`src/rtl/uart_tx_fifo_feeder.sv`:
```
// Byte FIFO in front of a UART transmitter: buffers host writes and launches one byte
// per transmitter completion, in write order.
module uart_tx_fifo_feeder #(
    parameter  int DEPTH = 16,
    localparam int AW    = $clog2(DEPTH)
) (
    input  logic          clk,
    input  logic          i_Rst,
    input  logic          i_Wr_DV,
    input  logic [7:0]    i_Wr_Byte,
    output logic          o_Full,
    output logic          o_Empty,
    output logic [AW:0]   o_Count,
    output logic          o_Overflow,
    output logic          o_TX_DV,
    output logic [7:0]    o_TX_Byte,
    input  logic          i_TX_Active,
    input  logic          i_TX_Done
);

    typedef enum logic {
        IDLE,
        WAIT_DONE
    } state_t;

    localparam logic [AW:0] FULL_COUNT = (AW + 1)'(DEPTH);

    state_t          state;
    state_t          next_state;
    logic [AW-1:0]   wr_ptr;
    logic [AW-1:0]   rd_ptr;
    logic [7:0]      mem [DEPTH];
    logic            wr_accept;
    logic            launch;
    logic [AW:0]     count_next;

    // Full/empty come from the registered flags, so a write racing a pop from a full FIFO
    // is dropped and a freshly written byte cannot launch in the same cycle.
    always_comb begin
        next_state = state;
        launch     = 1'b0;
        wr_accept  = i_Wr_DV && !o_Full;
        case (state)
            IDLE: begin
                if (!o_Empty && !i_TX_Active) begin
                    launch     = 1'b1;
                    next_state = WAIT_DONE;
                end
            end
            WAIT_DONE: begin
                if (i_TX_Done) begin
                    next_state = IDLE;
                end
            end
            default: next_state = IDLE;
        endcase

        count_next = o_Count;
        if (wr_accept && !launch) begin
            count_next = o_Count + (AW + 1)'(1);
        end else if (!wr_accept && launch) begin
            count_next = o_Count - (AW + 1)'(1);
        end
    end

    always_ff @(posedge clk) begin
        if (i_Rst) begin
            state <= IDLE;
        end else begin
            state <= next_state;
        end
    end

    always_ff @(posedge clk) begin
        if (wr_accept) begin
            mem[wr_ptr] <= i_Wr_Byte;
        end
    end

    always_ff @(posedge clk) begin
        if (i_Rst) begin
            wr_ptr     <= '0;
            rd_ptr     <= '0;
            o_Count    <= '0;
            o_Empty    <= 1'b1;
            o_Full     <= 1'b0;
            o_Overflow <= 1'b0;
            o_TX_DV    <= 1'b0;
            o_TX_Byte  <= 8'h00;
        end else begin
            if (wr_accept) begin
                wr_ptr <= wr_ptr + AW'(1);
            end
            if (launch) begin
                rd_ptr    <= rd_ptr + AW'(1);
                o_TX_Byte <= mem[rd_ptr];
            end
            if (i_Wr_DV && o_Full) begin
                o_Overflow <= 1'b1;
            end
            o_TX_DV <= launch;
            o_Count <= count_next;
            o_Full  <= (count_next == FULL_COUNT);
            o_Empty <= (count_next == '0);
        end
    end

endmodule

```
`config.mk`:
```
export PLATFORM = sky130hd
export DESIGN_NAME = uart_tx_fifo_feeder
export DESIGN_NICKNAME = d
export VERILOG_FILES = /design/src/rtl/uart_tx_fifo_feeder.sv
export SDC_FILE = /design/constraint.sdc
export NUM_CORES = 1
export LEC_CHECK = 0
export BUFFER_PORTS_ARGS = -buffer_cell sky130_fd_sc_hd__clkbuf_2
export CAP_MARGIN = 10
export CORE_MARGIN = 5
export CORE_UTILIZATION = 45
export CTS_BUF_LIST = sky130_fd_sc_hd__clkbuf_8
export CTS_CLUSTER_SIZE = 25
export DETAILED_ROUTE_END_ITERATION = 12
export PLACE_DENSITY = 0.73
export SYNTH_ARGS = -nofsm -noshare
export SYNTH_HDL_FRONTEND = slang
export SYNTH_SLANG_ARGS = --single-unit
```
`constraint.sdc`:
```
create_clock -name clk -period 2.2 [get_ports clk]
set_input_delay 0.44 -clock clk [delete_from_list [all_inputs] [get_ports clk]]
set_output_delay 0.44 -clock clk [all_outputs]
set_load 0.05 [all_outputs]
```
==> impl_metrics.toml, run 1 <==
[detailed_routing]
num_vias = 3229
ant_nets = 0
routed_wl_mm = 12.1
first_pass_iters = 4
viasPerCell = 5.47
drt_iter0_drc = 271
wire_per_inst_um = 20.5
drc = 0

[clock_network]
root_buffer = "clkbuf_8"
cts_num_sinks = 154
postCtsHoldBufs = 0
cts_setup_buffers = 0
post_cts_resized = 0
cts_buffer_depth = 2
cts_tree = "built"
clk_latency_ns = 0.45
cts.clk_slew.worst_paths_ns = 0.08
cts_made_buffers = 17
cts_max_level = 4

[timing]
min_period_ns = 1.90
rsz0062_at_grt = "false"
tightest_slew_ns = 0.602
max_freq_ghz = 0.525
period_share = 0.865
fin_hold_ws_ns = 0.253
final-setup-viol-count = 0
report.final.slew_viol_count = 0
slew_headroom = 0.597
setup_slack_ns = 0.296
final.setup.tns_ns = 0
fin_skew_ns = 0.0138
hold_viol_final = 0

[place]
place_congestion = 0.796
hpwl_mm = 7.85
dp_slack_ns = 0.291
dpl_cell_area_mm2 = 0.00653
portBuffers = 29

[grt]
grt_pass1_wl_mm = 19.4
grt_max_degree = 36
grt_use_total = 0.163
grt_pass1_vias = 3390
antenna_found_initial = 0
grt.overflow.total = 0

[critical_path]
critical_path.top_delay_family = "multiplexers"
worst-path-stages = 6
r2r_cells = 6
crit_end = "o_TX_Byte[7]"
crit_arrival_ns = 2.22
crit_buf_inv = 1
crit_path_start_kind = "register"
rr_startpoint = "rd_ptr[0]"
crit_path_end_kind = "register"
rr_endpoint = "o_TX_Byte[7]"
cpPeakStageDelay_ns = 0.59
cp_common_cell = "a21oi_1"
slowest_stage = "mux4_1"
cp.required_ns = 2.52
ff2ff_setup_slack_ns = 0.30
crit_start = "rd_ptr[0]"
crit_path_max_fanout = 19
critPathKind = "reg2reg"
worstPathCellList = "buf_12 -> mux4_1 -> a22oi_1 -> a21oi_1 -> a21oi_1 -> nor2_1"

[synth]
ys_top_cells_by_area = "edfxtp_1, dfxtp_1, mux4_2, mux4_1, nor2_1"
synthTopCellsByCount = "edfxtp_1, nor2_1, dfxtp_1"
synth-main-ff-cell = "edfxtp_1"
yosysTopAreaCell = "edfxtp_1"
synth.yosys.warnings = 0
netlist_area_mm2 = 0.00610
ys_seq_elements = 154
avgSynthCellArea_um2 = 17.5
synth_cell_types = 42
yosysMostFrequentCell = "edfxtp_1"
ys_seq_area_frac = 0.715
synth_top_area_frac = 0.630
synth_enable_flop_cells = 128
async_flop_share = 0
syn_inst = 348
syn_nets = 368

[cells_and_area]
final_util = 0.521
n_antenna_cell = 0
nets = 421
final_design_area_no_fill_mm2 = 0.00690
multi_input_area_mm2 = 0.00157
nFillCells = 1055
ff_latch_area_mm2 = 0.00437
final_layout_size_suffix_gt1_frac = 0.254
syn2layout_area_growth_pct = 13.0

[power_and_ir_drop]
ir_drop_mv = 0.389
power_leakage_nw = 2.31
power_density_mw_per_mm2 = 890

[worst_hold_path]
min_path_type = "in2reg"

[die]
fp.dieH_um = 126
io_pins = 30
dieWidth_um = 126
die_area_mm2 = 0.0160
num_rows = 42
start_util = 0.461
core_area_mm2 = 0.0132

[run]
drv_cap = 0

[outcome]
outcome = "finished clean"
-- power breakdown --
group | switching [mW] | total, mW | leakage [nW] | internal [mW]
combinational | 0.507 | 0.838 | 0.757 | 0.332
clock | 1.01 | 1.99 | 0.189 | 0.985
sequential | 0.0662 | 3.31 | 1.37 | 3.24
total | 1.58 | 6.14 | 2.31 | 4.56
-- through the flow --
step                power [mW]  instances
finish                    6.14        590
global route              6.40        590
CTS                       6.20        590
detailed placement        4.21        558
global placement          4.19        558
floorplan                 3.99        348
-- per-layer routing --
| metal | part of all wire | wire, µm | GRT usage |
|---|---|---|---|
| met5 | 0 | 0 | 0 |
| met3 | 0.061 | 738 | 0.0483 |
| met1 | 0.44 | 5270 | 0.219 |
| met2 | 0.50 | 5990 | 0.257 |
| met4 | 0.0074 | 89 | 0.0511 |
-- how the worst min path moves through the flow --
stage | from | end | slack [ns] | cells after the start
global route | i_TX_Done | state | 0.25 | 3
finish | i_Wr_DV | o_Overflow | 0.25 | 3
global placement | o_Overflow | o_Overflow | 0.45 | 2
detailed placement | o_Overflow | o_Overflow | 0.47 | 2
CTS | i_Wr_DV | o_Overflow | 0.23 | 3
floorplan | wr_ptr[1] | wr_ptr[1] | 0.48 | 2
-- registers in the layout, indices dropped and copies added (netlist names) --
register and flops:
o_Count 5, o_Overflow 1, wr_ptr 4, o_Full 1, o_TX_DV 1, mem 128
state 1, o_TX_Byte 8, rd_ptr 4, o_Empty 1
-- area by class of cell --
| cell class | instances | share of cell area |
|---|---|---|
| Clock buffer | 17 | 0.0339 |
| Multi-Input combinational cell | 170 | 0.228 |
| Clock inverter | 15 | 0.0194 |
| Inverter | 5 | 0.00272 |
| Sequential cell | 154 | 0.633 |
| Timing Repair Buffer | 53 | 0.0508 |
| Tap cell | 176 | 0.0319 |
-- cell families after synthesis --
family                   after synthesis  synth area share
XOR/XNOR                               8            0.0115
flip-flops                           154             0.715
buffers and inverters                 24            0.0267
AO/OA/AOI/OAI                         46            0.0486
AND/OR/NAND/NOR                       77            0.0593
multiplexers                          32             0.124
adder cells (fa/ha/maj)                7            0.0144
-- tightest hold or removal path, cell delays in order --
cell	delay [ns]
clkbuf_2	0.09
a21oi_1	0.06
nor2_1	0.07
-- layout by cell type, fill, tap and decap left out, types with 2 or more instances in the layout --
cell | Yosys | layout
edfxtp_1 | 128 | 128
nor2_1 | 34 | 34
clkbuf_2 | 1 | 29
dfxtp_1 | 26 | 25
mux4_2 | 22 | 22
buf_4 | 3 | 22
a21oi_1 | 21 | 21
clkbuf_8 | 0 | 17
nand2_1 | 16 | 16
a22oi_1 | 16 | 16
mux4_1 | 10 | 10
inv_1 | 5 | 7
ha_1 | 7 | 7
nor3_1 | 5 | 5
nand3_1 | 5 | 5
xor2_1 | 5 | 5
nand2b_1 | 4 | 4
clkinv_1 | 0 | 4
xnor2_1 | 3 | 3
nor2b_1 | 2 | 2
nand4_1 | 2 | 2
clkinvlp_4 | 0 | 2
clkinv_2 | 0 | 2
bufinv_16 | 0 | 2
inv_6 | 0 | 2
buf_12 | 0 | 2
(Power assumes the default switching activity.)
==> run 2, diff against run 1 <==
--- a/config.mk
+++ b/config.mk
@@ -7,7 +7,6 @@
 export LEC_CHECK = 0
 export BUFFER_PORTS_ARGS = -buffer_cell sky130_fd_sc_hd__clkbuf_2
 export CAP_MARGIN = 10
-export CORE_MARGIN = 5
 export CORE_UTILIZATION = 45
 export CTS_BUF_LIST = sky130_fd_sc_hd__clkbuf_8
 export CTS_CLUSTER_SIZE = 25
==> run 2 against run 1 <==
  * The run now ends with DRC left
  * Critical path type unchanged
  * Maximum frequency is 4.9% higher
  * Core utilization is 0.86 points higher
  * Global-route usage is 2.5 points higher
==> impl_metrics.toml, run 2 (synthesis gave the netlist of run 1 again) <==
[outcome]
outcome = "finished with violations"
violations = "DRC"

[detailed_routing]
first_pass_iters = 9
wire_per_inst_um = 20.3
routed_wl_mm = 12.0
ant_nets = 0
drc = 1
num_vias = 3297
drt_iter0_drc = 248
viasPerCell = 5.59

[grt]
grt_pass1_wl_mm = 18.9
antenna_found_initial = 1
grt_use_total = 0.188
grt.overflow.total = 0
grt_pass1_vias = 3285
grt_max_degree = 36

[critical_path]
rr_startpoint = "rd_ptr[0]"
cp.required_ns = 2.53
r2r_cells = 6
ff2ff_setup_slack_ns = 0.38
crit_path_end_kind = "register"
critPathKind = "reg2reg"
crit_path_max_fanout = 13
crit_arrival_ns = 2.14
rr_endpoint = "o_TX_Byte[4]"
crit_path_start_kind = "register"

[power_and_ir_drop]
ir_drop_mv = 0.637
total_power_mw = 6.62
power_density_mw_per_mm2 = 944
power_leakage_nw = 2.36

[clock_network]
clk_latency_ns = 0.46
cts_max_level = 4
root_buffer = "clkbuf_8"
cts_setup_buffers = 0
cts_buffer_depth = 2
postCtsHoldBufs = 0
cts_made_buffers = 17
cts.clk_slew.worst_paths_ns = 0.09
cts_tree = "built"
post_cts_resized = 0
cts_num_sinks = 154

[timing]
final-setup-viol-count = 0
rsz0062_at_grt = "false"
hold_viol_final = 0
period_share = 0.825
min_period_ns = 1.82
tightest_slew_ns = 0.698
setup_slack_ns = 0.385
fin_skew_ns = 0.0131
report.final.slew_viol_count = 0
max_freq_ghz = 0.551
final.setup.tns_ns = 0
slew_headroom = 0.533

[place]
dp_slack_ns = 0.344
portBuffers = 29
hpwl_mm = 7.63
place_congestion = 0.791

[cells_and_area]
syn2layout_area_growth_pct = 14.9
regMostFlops = "mem"
reg.largest.list = "mem x128, o_TX_Byte x8, o_Count x5"
nFillCells = 1055
final_layout_size_suffix_gt1_frac = 0.268
n_antenna_cell = 0
final_cell_mix = "edfxtp_1, nor2_1, clkbuf_2"
layout_commonest_cell = "edfxtp_1"
nets = 421
largest_register_ffs = 128

[die]
core_area_mm2 = 0.0132
dieWidth_um = 118
die_area_mm2 = 0.0140
io_pins = 30
num_rows = 42
fp.dieH_um = 118
start_util = 0.461

[worst_hold_path]
min_to = "state"
min_from = "i_TX_Done"
min_path_type = "in2reg"
hold_path_depth = 3

[run]
drv_cap = 0
## run 2: layer usage
metal / track usage / vias to the layer above / routed length [µm] / part of all wire
met4: 0.0744 / 2 / 202 / 0.017
met3: 0.0550 / 22 / 922 / 0.077
met5: 0 / - / 13 / 0.0011
li1: - / 1480 / - / -
met1: 0.252 / 1659 / 5030 / 0.42
met2: 0.289 / 134 / 5800 / 0.48
## run 2: how the worst max path moves through the flow
stage,start,end,slack [ns]
floorplan,o_Full,mem[3][0],0.20
global placement,i_Wr_DV,mem[3][1],0.39
detailed placement,i_Wr_DV,mem[3][1],0.34
CTS,rd_ptr[0],o_TX_Byte[4],0.38
global route,rd_ptr[0],o_TX_Byte[4],0.27
finish,rd_ptr[0],o_TX_Byte[4],0.38
## run 2: layout make-up
type,instances,area [µm²],share of cell area
flip-flops and latches,154,4370,0.623
multi-input cells,170,1570,0.225
repair buffers,53,363,0.0518
clock inverters,15,235,0.0336
clock buffers,17,234,0.0334
well taps,176,220,0.0314
inverters,5,18.8,0.00268
## run 2: power by group
group | leakage (nW) | switching, mW | internal, mW
registers | 1.37 | 0.0718 | 3.24
logic | 0.760 | 0.504 | 0.340
clock network | 0.227 | 1.09 | 1.37
## run 2: stage by stage
stage	instance area (µm²)	utilization	cells	hold WS, ns
final	7010	0.529	590	0.247
after global routing	7010	0.529	590	0.263
after CTS	7010	0.529	590	0.220
after detailed placement	6540	0.494	558	0.459
after global placement	6540	0.494	558	0.457
after floorplan	6100	-	348	0.479
## run 2: critical path, stage by stage, from the launching register on
cell	delay, ns
dfxtp_2	0.40
buf_12	0.18
mux4_1	0.56
a22oi_1	0.23
a21oi_1	0.14
a21oi_1	0.13
nor2_1	0.05
